<file path="src/rtl/ps2_pkg.sv">
// Shared types and frame constants for the PS/2 receiver.
// Imported by the interface, the line filter and the receiver top.
package ps2_pkg;

   typedef enum logic [1:0] {
      IDLE,
      DATA,
      PARITY,
      STOP
   } ps2_state_t;

   localparam int   DATA_BITS   = 8;
   localparam logic START_LEVEL = 1'b0;
   localparam logic STOP_LEVEL  = 1'b1;
   localparam logic ODD_PARITY  = 1'b1;

   // Parity bit that makes the total count of ones in data plus parity odd.
   function automatic logic odd_parity_of(input logic [DATA_BITS-1:0] d);
      return ~(^d);
   endfunction

endpackage

</file>
<file path="src/rtl/ps2_rx_if.sv">
// Byte stream from the PS/2 receiver to its consumer: valid/ready handshake plus error pulses.
interface ps2_rx_if;
   import ps2_pkg::*;

   logic [DATA_BITS-1:0] out_data;
   logic                 out_valid;
   logic                 out_ready;
   logic                 parity_err;
   logic                 frame_err;
   logic                 timeout_err;
   logic                 overrun;

   modport master (
      output out_data,
      output out_valid,
      input  out_ready,
      output parity_err,
      output frame_err,
      output timeout_err,
      output overrun
   );

   modport slave (
      input  out_data,
      input  out_valid,
      output out_ready,
      input  parity_err,
      input  frame_err,
      input  timeout_err,
      input  overrun
   );

endinterface

</file>
<file path="src/rtl/ps2_line_filter.sv">
// Synchronises the raw PS/2 lines, deglitches the clock, and emits a one-cycle fall event
// together with a data sample delayed by the same amount as the filtered clock.
module ps2_line_filter
   import ps2_pkg::*;
#(
   parameter int FILTER_CYCLES = 4
) (
   input  logic clk,
   input  logic reset,
   input  logic ps2_clk,
   input  logic ps2_dat,
   output logic dat_s,
   output logic fall
);

   logic [1:0]               clk_sync;
   logic [1:0]               dat_sync;
   logic                     clk_f;
   logic [3:0]               cnt;
   logic [FILTER_CYCLES-1:0] dat_dly;

   // Both chains preset to 1 so that reset looks like an idle line.
   always_ff @(posedge clk or posedge reset) begin
      if (reset) begin
         clk_sync <= 2'b11;
         dat_sync <= 2'b11;
      end else begin
         clk_sync <= {clk_sync[0], ps2_clk};
         dat_sync <= {dat_sync[0], ps2_dat};
      end
   end

   // clk_f follows the synchronised clock only after FILTER_CYCLES samples in a row disagree
   // with it; the fall pulse is raised in the same update that drops clk_f.
   always_ff @(posedge clk or posedge reset) begin
      if (reset) begin
         clk_f <= 1'b1;
         cnt   <= '0;
         fall  <= 1'b0;
      end else begin
         fall <= 1'b0;
         if (clk_sync[1] == clk_f) begin
            cnt <= '0;
         end else if (cnt == 4'(FILTER_CYCLES - 1)) begin
            clk_f <= clk_sync[1];
            cnt   <= '0;
            fall  <= clk_f;
         end else begin
            cnt <= cnt + 4'd1;
         end
      end
   end

   // The data line gets FILTER_CYCLES extra flops so dat_s lines up with clk_f.
   always_ff @(posedge clk or posedge reset) begin
      if (reset) begin
         dat_dly <= '1;
      end else begin
         dat_dly[0] <= dat_sync[1];
         for (int i = 1; i < FILTER_CYCLES; i++) begin
            dat_dly[i] <= dat_dly[i-1];
         end
      end
   end

   assign dat_s = dat_dly[FILTER_CYCLES-1];

endmodule

</file>
<file path="src/rtl/ps2_rx.sv">
// PS/2 frame receiver: deserialises start/8 data/odd parity/stop frames and hands good bytes
// to a one-entry holding register with a valid/ready interface and error pulses.
module ps2_rx
   import ps2_pkg::*;
#(
   parameter int FILTER_CYCLES  = 4,
   parameter int TIMEOUT_CYCLES = 2000
) (
   input  logic     clk,
   input  logic     reset,
   input  logic     ps2_clk,
   input  logic     ps2_dat,
   ps2_rx_if.master bus
);

   localparam int TW = $clog2(TIMEOUT_CYCLES + 1);

   logic                 dat_s;
   logic                 fall;
   ps2_state_t           state;
   logic [2:0]           bitcnt;
   logic [DATA_BITS-1:0] shreg;
   logic                 acc;
   logic                 parity_ok;
   logic [TW-1:0]        tmo;
   logic [DATA_BITS-1:0] hold_data;
   logic                 hold_valid;
   logic                 parity_err_q;
   logic                 frame_err_q;
   logic                 timeout_err_q;
   logic                 overrun_q;

   ps2_line_filter #(
      .FILTER_CYCLES (FILTER_CYCLES)
   ) u_filter (
      .clk     (clk),
      .reset   (reset),
      .ps2_clk (ps2_clk),
      .ps2_dat (ps2_dat),
      .dat_s   (dat_s),
      .fall    (fall)
   );

   // Frame FSM, inactivity timer and holding register share one block so the consumer
   // handshake and a same-cycle load resolve with the load taking priority.
   always_ff @(posedge clk or posedge reset) begin
      if (reset) begin
         state         <= IDLE;
         bitcnt        <= '0;
         shreg         <= '0;
         acc           <= 1'b0;
         parity_ok     <= 1'b0;
         tmo           <= '0;
         hold_data     <= '0;
         hold_valid    <= 1'b0;
         parity_err_q  <= 1'b0;
         frame_err_q   <= 1'b0;
         timeout_err_q <= 1'b0;
         overrun_q     <= 1'b0;
      end else begin
         parity_err_q  <= 1'b0;
         frame_err_q   <= 1'b0;
         timeout_err_q <= 1'b0;
         overrun_q     <= 1'b0;

         if (hold_valid && bus.out_ready) begin
            hold_valid <= 1'b0;
         end

         if (fall) begin
            tmo <= '0;
            case (state)
               IDLE: begin
                  if (dat_s == START_LEVEL) begin
                     state  <= DATA;
                     bitcnt <= '0;
                     acc    <= 1'b0;
                  end
               end
               DATA: begin
                  shreg  <= {dat_s, shreg[DATA_BITS-1:1]};
                  acc    <= acc ^ dat_s;
                  bitcnt <= bitcnt + 3'd1;
                  if (bitcnt == 3'(DATA_BITS - 1)) begin
                     state <= PARITY;
                  end
               end
               PARITY: begin
                  parity_ok <= ((acc ^ dat_s) == ODD_PARITY);
                  state     <= STOP;
               end
               STOP: begin
                  state <= IDLE;
                  if (dat_s != STOP_LEVEL) begin
                     frame_err_q <= 1'b1;
                  end else if (!parity_ok) begin
                     parity_err_q <= 1'b1;
                  end else if (!hold_valid || bus.out_ready) begin
                     hold_data  <= shreg;
                     hold_valid <= 1'b1;
                  end else begin
                     overrun_q <= 1'b1;
                  end
               end
               default: state <= IDLE;
            endcase
         end else if (state != IDLE) begin
            if (tmo == TW'(TIMEOUT_CYCLES - 1)) begin
               tmo           <= '0;
               state         <= IDLE;
               timeout_err_q <= 1'b1;
            end else begin
               tmo <= tmo + 1'b1;
            end
         end
      end
   end

   assign bus.out_data    = hold_data;
   assign bus.out_valid   = hold_valid;
   assign bus.parity_err  = parity_err_q;
   assign bus.frame_err   = frame_err_q;
   assign bus.timeout_err = timeout_err_q;
   assign bus.overrun     = overrun_q;

endmodule

</file>
<file path="src/flat_wrapper.sv">
// flat-port wrapper written by rule: the top's interface ports become plain ports
module ps2_rx_flat import ps2_pkg::*;
#(
   parameter int FILTER_CYCLES  = 4,
   parameter int TIMEOUT_CYCLES = 2000
)
  (clk, reset, ps2_clk, ps2_dat, bus_out_data, bus_out_valid, bus_out_ready, bus_parity_err, bus_frame_err, bus_timeout_err, bus_overrun);
  ps2_rx_if bus_i ();
  input  logic clk;
  input  logic reset;
  input  logic ps2_clk;
  input  logic ps2_dat;
  output wire logic [$bits(bus_i.out_data)-1:0] bus_out_data;
  output wire logic [$bits(bus_i.out_valid)-1:0] bus_out_valid;
  input wire logic [$bits(bus_i.out_ready)-1:0] bus_out_ready;
  output wire logic [$bits(bus_i.parity_err)-1:0] bus_parity_err;
  output wire logic [$bits(bus_i.frame_err)-1:0] bus_frame_err;
  output wire logic [$bits(bus_i.timeout_err)-1:0] bus_timeout_err;
  output wire logic [$bits(bus_i.overrun)-1:0] bus_overrun;
  assign bus_out_data = bus_i.out_data;
  assign bus_out_valid = bus_i.out_valid;
  assign bus_i.out_ready = bus_out_ready;
  assign bus_parity_err = bus_i.parity_err;
  assign bus_frame_err = bus_i.frame_err;
  assign bus_timeout_err = bus_i.timeout_err;
  assign bus_overrun = bus_i.overrun;
  ps2_rx #(.FILTER_CYCLES(FILTER_CYCLES), .TIMEOUT_CYCLES(TIMEOUT_CYCLES)) u_core (.clk(clk), .reset(reset), .ps2_clk(ps2_clk), .ps2_dat(ps2_dat), .bus(bus_i));
endmodule
</file>
<file path="config.mk">
export PLATFORM = sky130hd
export DESIGN_NAME = ps2_rx_flat
export DESIGN_NICKNAME = d
export VERILOG_FILES = /design/src/rtl/ps2_pkg.sv /design/src/rtl/ps2_rx_if.sv /design/src/rtl/ps2_line_filter.sv /design/src/rtl/ps2_rx.sv /design/src/flat_wrapper.sv
export SDC_FILE = /design/constraint.sdc
export NUM_CORES = 1
export LEC_CHECK = 0
export CORE_ASPECT_RATIO = 2
export CORE_MARGIN = 5
export CORE_UTILIZATION = 45
export DETAILED_ROUTE_END_ITERATION = 6
export GPL_ROUTABILITY_DRIVEN = 0
export GPL_TIMING_DRIVEN = 0
export SETUP_SLACK_MARGIN = 0.15
export SLEW_MARGIN = 40
export SYNTH_ARGS = -nofsm -noshare
export SYNTH_HDL_FRONTEND = slang
export SYNTH_SLANG_ARGS = --single-unit
</file>
<file path="constraint.sdc">
create_clock -name clk -period 2.7 [get_ports clk]
set_input_delay 0.54 -clock clk [delete_from_list [all_inputs] [get_ports clk]]
set_output_delay 0.54 -clock clk [all_outputs]
set_load 0.05 [all_outputs]
</file>
* Yosys cells after proc, flatten, opt, wreduce, memory -nomap -nowiden
Cells that the tools add are included.
Word-level totals: bits in registers 53, output and inout bits 13, word-level logic and storage cells 85
Operators by class: add/sub/neg operators 3, equal/unequal tests 10, muxes and demuxes 38, bitwise operators 2, reduce and logical (&&, ||, !) cells 14
Operators with widths (number):
- $mux W11 | 3
- $mux W1 | 24
- $add A11 B1 Y11 const B | 1
- $eq A11 B11 Y1 const B | 1
- $mux W2 | 5
- $mux W4 | 2
- $pmux W2 S4 | 1
- $reduce_bool A2 Y1 | 4
- $pmux W3 S2 | 1
- $reduce_and A2 Y1 | 3
- $reduce_and A5 Y1 | 1
- $add A4 B1 Y4 const B | 1
- $eq A2 B2 Y1 const B | 2
- $eq A4 B2 Y1 const B | 1
- $reduce_and A4 Y1 | 1
- $add A3 B1 Y3 const B | 1
- $eq A3 B3 Y1 const B | 1
- $mux W3 | 1
- $ne A3 B2 Y1 const B | 1
- $ne A3 B3 Y1 const B | 1
- $reduce_and A3 Y1 | 1
- $eq A2 B1 Y1 const B | 1
- $logic_not A2 Y1 | 1
- $ne A2 B2 Y1 const B | 1
- other kinds (7) | 7

* Longest topological paths before layout
Gate-level depths: netlist (run 1).
depth in word-level cells 7, depth in mapped cells 7

* By module
A second synthesis (run 1) with hierarchy kept.
Second synthesis, totals: cells, all modules 186, area total of the unflattened synthesis 2311.0 um^2
Modules (own cells, without submodules):
- ps2_rx | instances 1, cells an instance 157, area each 1830.5 um^2, sequential area each 975.9 um^2
- ps2_line_filter | instances 1, cells an instance 29, area each 480.5 um^2, sequential area each 361.6 um^2

* Worst setup path before layout (run 1)
OpenSTA, ideal clock, no wires.
kind reg-to-reg, start reg u_core.state[0], end reg u_core.state[0], library setup time 0.128 ns, data arrival time 1.490 ns, path slack 1.082 ns, stages on the path, launching flop included 8, path buffers 1, clock period less this slack 1.618 ns, cells stage by stage dfrtp_1 > inv_1 > ha_1 > buf_2 > nand2b_1 > nor3_2 > a21o_1 > o22ai_1
On the way: longest elaborated chain between the ends 3, elaborated cells between the ends (all ways) 11, classes of those cells eq/ne (5); mux (2); reduce/logical (4)
Ends and longest elaborated chain:
- from (decl) | RTL line ps2_rx.sv:20 | ps2_state_t state;
- from (signal assigned) | RTL line ps2_rx.sv:48 | state <= IDLE;
- from (signal assigned) | RTL line ps2_rx.sv:75 | state <= DATA;
- from (signal assigned) | RTL line ps2_rx.sv:85 | state <= PARITY;
- $eq A2 B1 Y1 (tied with other cells) | RTL line ps2_rx.sv:72 | case (state)
- $ne A3 B2 Y1 (no line) (tied with other cells)
- $reduce_and A4 Y1 (no line) or $mux W2 (tied branches)
Parallel ways exist; a longest one is shown, timed or not. A chain may end at the register's enable or synchronous reset.

* Worst setup path after layout (run 1)
start reg u_core.hold_data[7], in the netlist u_core.bus.out_data[7], end out bus_out_data[7]
RTL lines:
- from (decl) | RTL line ps2_rx.sv:26 | logic [DATA_BITS-1:0] hold_data;
- from (signal assigned) | RTL line ps2_rx.sv:99 | hold_data <= shreg;
- to (decl) | RTL line flat_wrapper.sv:13 | output wire logic [$bits(bus_i.out_data)-1:0] bus_out_data;
No word-level cell between the ends.

==> flow_summary.toml, run 1 <==
[cells_and_area]
final_cell_area_sq_um = 2630
antennaDiodeCount = 0
drive_gt1_share_pct = 16.0
fill_cells = 421
nNetsFinal = 218
syn2layout_area_growth_pct = 16.9
fin_cells = 263

[yosys]
synth-edff-count = 0
async_flop_share_pct = 100
ys_ff_latch = 53
ys.flop_type = "dfrtp_1"
yosys_warnings = 0
yosysSeqAreaShare_pct = 59.5
netlist_area_sq_um = 2250
synthCells = 180
synth_most_common_cell = "dfrtp_1"
synth.distinct_cells = 38
netlist_top_cells_count = "dfrtp_1 (44), nor2_1 (11), mux2_2 (10)"
synth_top_cell_by_area = "dfrtp_1"
synth_nets = 193
avgSynthCellArea_sq_um = 12.5
ys_top_cells_by_area = "dfrtp_1 (49%), dfstp_2 (11%), mux2_2 (5.0%)"
netlist.area_leader.share_pct = 49.0

[pwr]
finalPower_uw = 1810
leakagePower_uw = 0.00122
ir_drop_mv = 0.642
power_density_nw_per_um2 = 687

[sta]
rsz0062_at_grt = "false"
tightest_slew_ns = 0.523
fmax_mhz = 496
setup_tns_ns = 0
slew_headroom_pct = 65.0
setup_viol = 0
slew_violations = 0
finClkSkew_ns = 0.00490
finalCriticalPeriod_ns = 2.02
finalHoldViolations = 0
finalCritPeriodShare_pct = 74.7

[floorplanning]
core.rowCount = 36
initial_core_util_pct = 46.2
core_area_sq_um = 4860
io_pins = 18
fp.dieH_um = 110
fp.dieW_um = 60.0
fp.dieArea_sq_um = 6590

[place]
dp_hpwl_um = 3100
dpl_cell_area_sq_um = 2510
dp_cells = 255
portBuffers = 17

[worst_setup_path]
critPathSlowestCell = "clkdlybuf4s50_1"
cp_max_fo = 2
regToRegStartpoint = "u_core.state[1]"
ff2ff_path_depth = 7
max_stage_delay_ns = 0.81
cp_top_family = "buffers and inverters"
critical_path.endpoint_type = "primary output"
path_buf_inv = 1
required_ns = 2.16
start_kind = "flop"
arrival_ns = 1.48
r2r_slack_ns = 0.78
startpoint = "u_core.bus.out_data[7]"
worstPathCellList = "clkdlybuf4s50_1"
critPathKind = "flop to primary output"
r2r-end = "u_core.state[1]"

[hold_path]
min-delay-start = "u_core.u_filter.dat_sync[0]"
hold_path_class = "flop to flop"
min_path_cells = 0
hold_path_end = "u_core.u_filter.dat_sync[1]"

[clocking]
cts_buffers = 5
cts_tree = "yes"
cts_resized = 0
clkTransAtPathRegs_ns = 0.08
clockRootBuffer = "clkbuf_8"
postCtsSetupBuffers = 0
worstSkewPairLatency_ns = 0.30
htreeDepth = 2
ctsHoldBuffers = 0
cts_sinks = 53
cts_buffer_depth = 2

[detailed_routing]
viasPerCell = 5.36
routed-wl-met2_um = 2300
drt-wirelength-per-cell_um = 15.3
wl_met3_um = 89
wirelength_um = 4030
antenna_left = 0
vias = 1409
m1WireLength_um = 1500
drtIter0Drc = 42
top_layer = "met4"
drc = 0
drt_pass1_iterations = 4

[flow_run]
drv_cap = 0

[grt]
grt_pass1_vias = 1595
grt_pass1_wl_um = 7400
antenna_found_initial = 0
grt_max_degree = 34
grt-ovfl-total = 0
groute.usage.overall_pct = 14.9

[outcome]
status = "completed"
[layout make-up]
cell class	count	area (sq um)	share of cell area (%)
inverters	6	25.0	0.952
clock inverters	1	30.0	1.14
clock buffers	7	86.3	3.29
well taps	57	71.3	2.71
plain buffers	4	18.8	0.714
flip-flops and latches	53	1340	50.9
multi-input cells	117	868	33.0
repair buffers	18	190	7.24
[placed cells by master, fill, tap and decap left out, types with 7 or more instances in the layout]
cell type,n
dfstp_2,9
mux2_2,10
nand3_1,9
dfrtp_1,44
mux2_1,8
nand2_1,9
clkdlybuf4s50_1,17
xor2_1,7
ha_1,8
nor2_1,11
[cells by family after synthesis]
logic type	Yosys count	synth area share (%)
muxes	21	10.4
xor gates and xnor gates	10	3.90
DFF	53	59.5
buffers and inverters	10	1.84
and+or+nand+nor	59	14.6
AOI/OAI and AO/OA	19	5.29
adders and majority gates	8	4.45
[worst max-delay path by stage]
stage | endpoint | depth (start not counted)
detailed placement | u_core.bus.out_data[2] | 5
CTS | bus_out_data[7] | 1
finish | bus_out_data[7] | 1
floorplan | u_core.acc | 1
global route | u_core.state[1] | 7
global placement | u_core.tmo[6] | 2
[metal layers]
layer | up-vias | track usage, %
met5 | - | 0
met4 | 0 | 8.87
met3 | 12 | 2.94
met2 | 22 | 25.9
met1 | 698 | 16.0
li1 | 677 | -
[per-stage QoR]
stage               setup slack, ns  hold slack (ns)  utilization [%]
floorplan                     0.889            0.345                -
global placement            0.00630            0.346             51.2
detailed placement            0.737            0.347             51.6
CTS                           0.649            0.362             54.0
global route                  0.620            0.368             54.0
finish                        0.682            0.360             54.0
[power by group]
part	total (uW)	leakage [uW]	internal, uW	switching [uW]
sequential	940	0.000703	872	67.6
combinational	324	0.000457	140	184
clock	542	0.0000585	302	239
[sequential cells by signal (all words and copies together), names as in the netlist, 2 cells and up]
| signal | flops |
|---|---|
| u_core.tmo | 11 |
| u_core.state | 2 |
| u_core.bus.out_data | 8 |
| u_core.shreg | 8 |
| u_core.u_filter.clk_sync | 2 |
| u_core.bitcnt | 3 |
| u_core.u_filter.dat_sync | 2 |
| u_core.u_filter.dat_dly | 4 |
| u_core.u_filter.cnt | 4 |
No activity file was read; power rests on OpenSTA's default activity.
==> inputs of run 2 (changes only) <==
Settings changed: PLACE_DENSITY from default to 0.67.
Clock period 2.7 ns to 1.7 ns, I/O delays scaled along.
==> flow_summary.toml, run 2 (synthesis results as in run 1) <==
[outcome]
status = "completed"

[cells_and_area]
drive_gt1_share_pct = 36.7
largest_register_ffs = 11
final_cell_mix = "dfrtp_1 (44), buf_4 (15)"
syn2layout_area_growth_pct = 26.7
regMostFlops = "u_core.tmo"
fill_cells = 408
antennaDiodeCount = 0
nNetsFinal = 233
final_common_cell = "dfrtp_1"

[clocking]
ctsHoldBuffers = 0
cts_buffer_depth = 2
clockRootBuffer = "clkbuf_8"
cts_buffers = 5
cts_tree = "yes"
htreeDepth = 2
worstSkewPairLatency_ns = 0.30
clkTransAtPathRegs_ns = 0.09
cts_sinks = 53

[worst_setup_path]
setup.worst_path.end = "u_core.tmo[7]"
r2r-end = "u_core.tmo[7]"
cp_max_fo = 4
worstSetupPathDepth = 4
critPathSlowestCell = "or4b_4"
startpoint = "u_core.tmo[3]"
required_ns = 1.93
path_buf_inv = 0
critPathKind = "flop to flop"
arrival_ns = 1.84
r2r_slack_ns = 0.1
max_stage_delay_ns = 0.60
cp_top_family = "simple AND/OR/NAND/NOR gates"
ff2ff_path_depth = 4
regToRegStartpoint = "u_core.tmo[3]"
worstPathCellList = "nand3_1, or4b_4, xor2_2, nor2_1"
critical_path.endpoint_type = "flop"
start_kind = "flop"

[place]
portBuffers = 17
dp_hpwl_um = 3100
dpl_worst_slack_ns = -0.0936

[sta]
finalCriticalPeriod_ns = 1.60
setup_tns_ns = 0
rsz0062_at_grt = "true"
fmax_mhz = 623
setup_viol = 0
finalCritPeriodShare_pct = 94.4
tightest_slew_ns = 0.491
finalWorstSetupSlack_ns = 0.0954
slew_violations = 0
finalHoldViolations = 0
slew_headroom_pct = 67.4
finClkSkew_ns = 0.00639

[pwr]
ir_drop_mv = 0.987
leakagePower_uw = 0.00136
netSwitchingPower_uw = 946
power_density_nw_per_um2 = 1080
pwr-share-seq_pct = 49.0
swShare_pct = 30.7
intPower_uw = 2140
power.share.clock_pct = 22.0
power_frac_comb_pct = 29.0

[grt]
grt_max_degree = 26
grt_pass1_vias = 1636
grt-ovfl-total = 0
antenna_found_initial = 0
groute.usage.overall_pct = 15.7
grt_pass1_wl_um = 7620

[detailed_routing]
drc = 0
viasPerCell = 5.35
vias = 1487
wirelength_um = 4580
drt-wirelength-per-cell_um = 16.5
drtIter0Drc = 70
antenna_left = 0
drt_pass1_iterations = 4

[floorplanning]
initial_core_util_pct = 46.2
fp.dieW_um = 60.0
core_area_sq_um = 4860
fp.dieArea_sq_um = 6590
io_pins = 18
fp.dieH_um = 110
core.rowCount = 36

[hold_path]
hold_path_class = "flop to flop"

[flow_run]
drv_cap = 0
==> run 2: changes by cell type in the layout (fill, tap and decap cells not counted), moves of 3 or more <==
cell / previous run / this run
clkbuf_2: 0 / 9
dlygate4sd2_1: 0 / 4
mux2_4: 0 / 4
ha_1: 8 / 5
buf_4: 0 / 15
clkdlybuf4s50_1: 17 / 4
mux2_1: 8 / 5
buf_2: 3 / 0
==> run 2: layer usage <==
metal	part of all wire [%]	global-route usage, %	vias up	routed length (um)
met3	2.2	2.47	12	103
met4	3.1	8.56	0	144
li1	-	-	707	-
met2	59	28.9	22	2680
met1	36	16.0	746	1650
met5	0	0	-	0
==> run 2: worst min path at each step <==
stage	slack (ns)	from	endpoint	depth (start not counted)
after floorplan	0.34	ps2_clk	u_core.u_filter.clk_sync[0]	0
after global placement	0.35	u_core.u_filter.clk_sync[0]	u_core.u_filter.clk_sync[1]	0
after detailed placement	0.35	u_core.u_filter.dat_sync[0]	u_core.u_filter.dat_sync[1]	0
after CTS	0.36	u_core.u_filter.dat_dly[1]	u_core.u_filter.dat_dly[2]	0
after global routing	0.37	u_core.u_filter.dat_dly[2]	u_core.u_filter.dat_dly[3]	0
final	0.36	u_core.u_filter.dat_dly[1]	u_core.u_filter.dat_dly[2]	0
==> run 2: power by group through the flow <==
stage	logic [uW]	clock network, uW	registers [uW]
CTS	777	713	1500
finish	896	678	1510
global placement	529	0	1510
detailed placement	574	0	1520
global route	967	758	1530
floorplan	457	0	1490
==> run 2: per-stage QoR <==
stage / std cells / total power, uW / cell area [sq um] / utilization (%) / hold WS, ns
3_3_place_gp: 254 / 2040 / 2510 / 51.7 / 0.347
6_report: 278 / 3080 / 2850 / 58.5 / 0.357
3_5_place_dp: 256 / 2090 / 2570 / 52.8 / 0.347
4_1_cts: 272 / 2990 / 2770 / 56.8 / 0.356
5_1_grt: 278 / 3250 / 2850 / 58.5 / 0.366
2_1_floorplan: 180 / 1950 / 2270 / - / 0.344
==> run 2: area by class of cell <==
type / instances / area, sq um / share of cell area, %
inverter: 6 / 26.3 / 0.923
sequential: 53 / 1340 / 47.0
tap: 57 / 71.3 / 2.50
clock inverter: 3 / 17.5 / 0.615
multi-input combinational: 117 / 1010 / 35.3
buffer: 4 / 35.0 / 1.23
timing repair buffer: 33 / 285 / 10.0
clock buffer: 5 / 68.8 / 2.42
==> run 2: what timing repair did <==
action | in CTS | in global routing
setup buffers | 8 | 6
pin swaps | 5 | 5
endpoints found under the setup margin | 41 | 31
gates resized for setup | 33 | 31
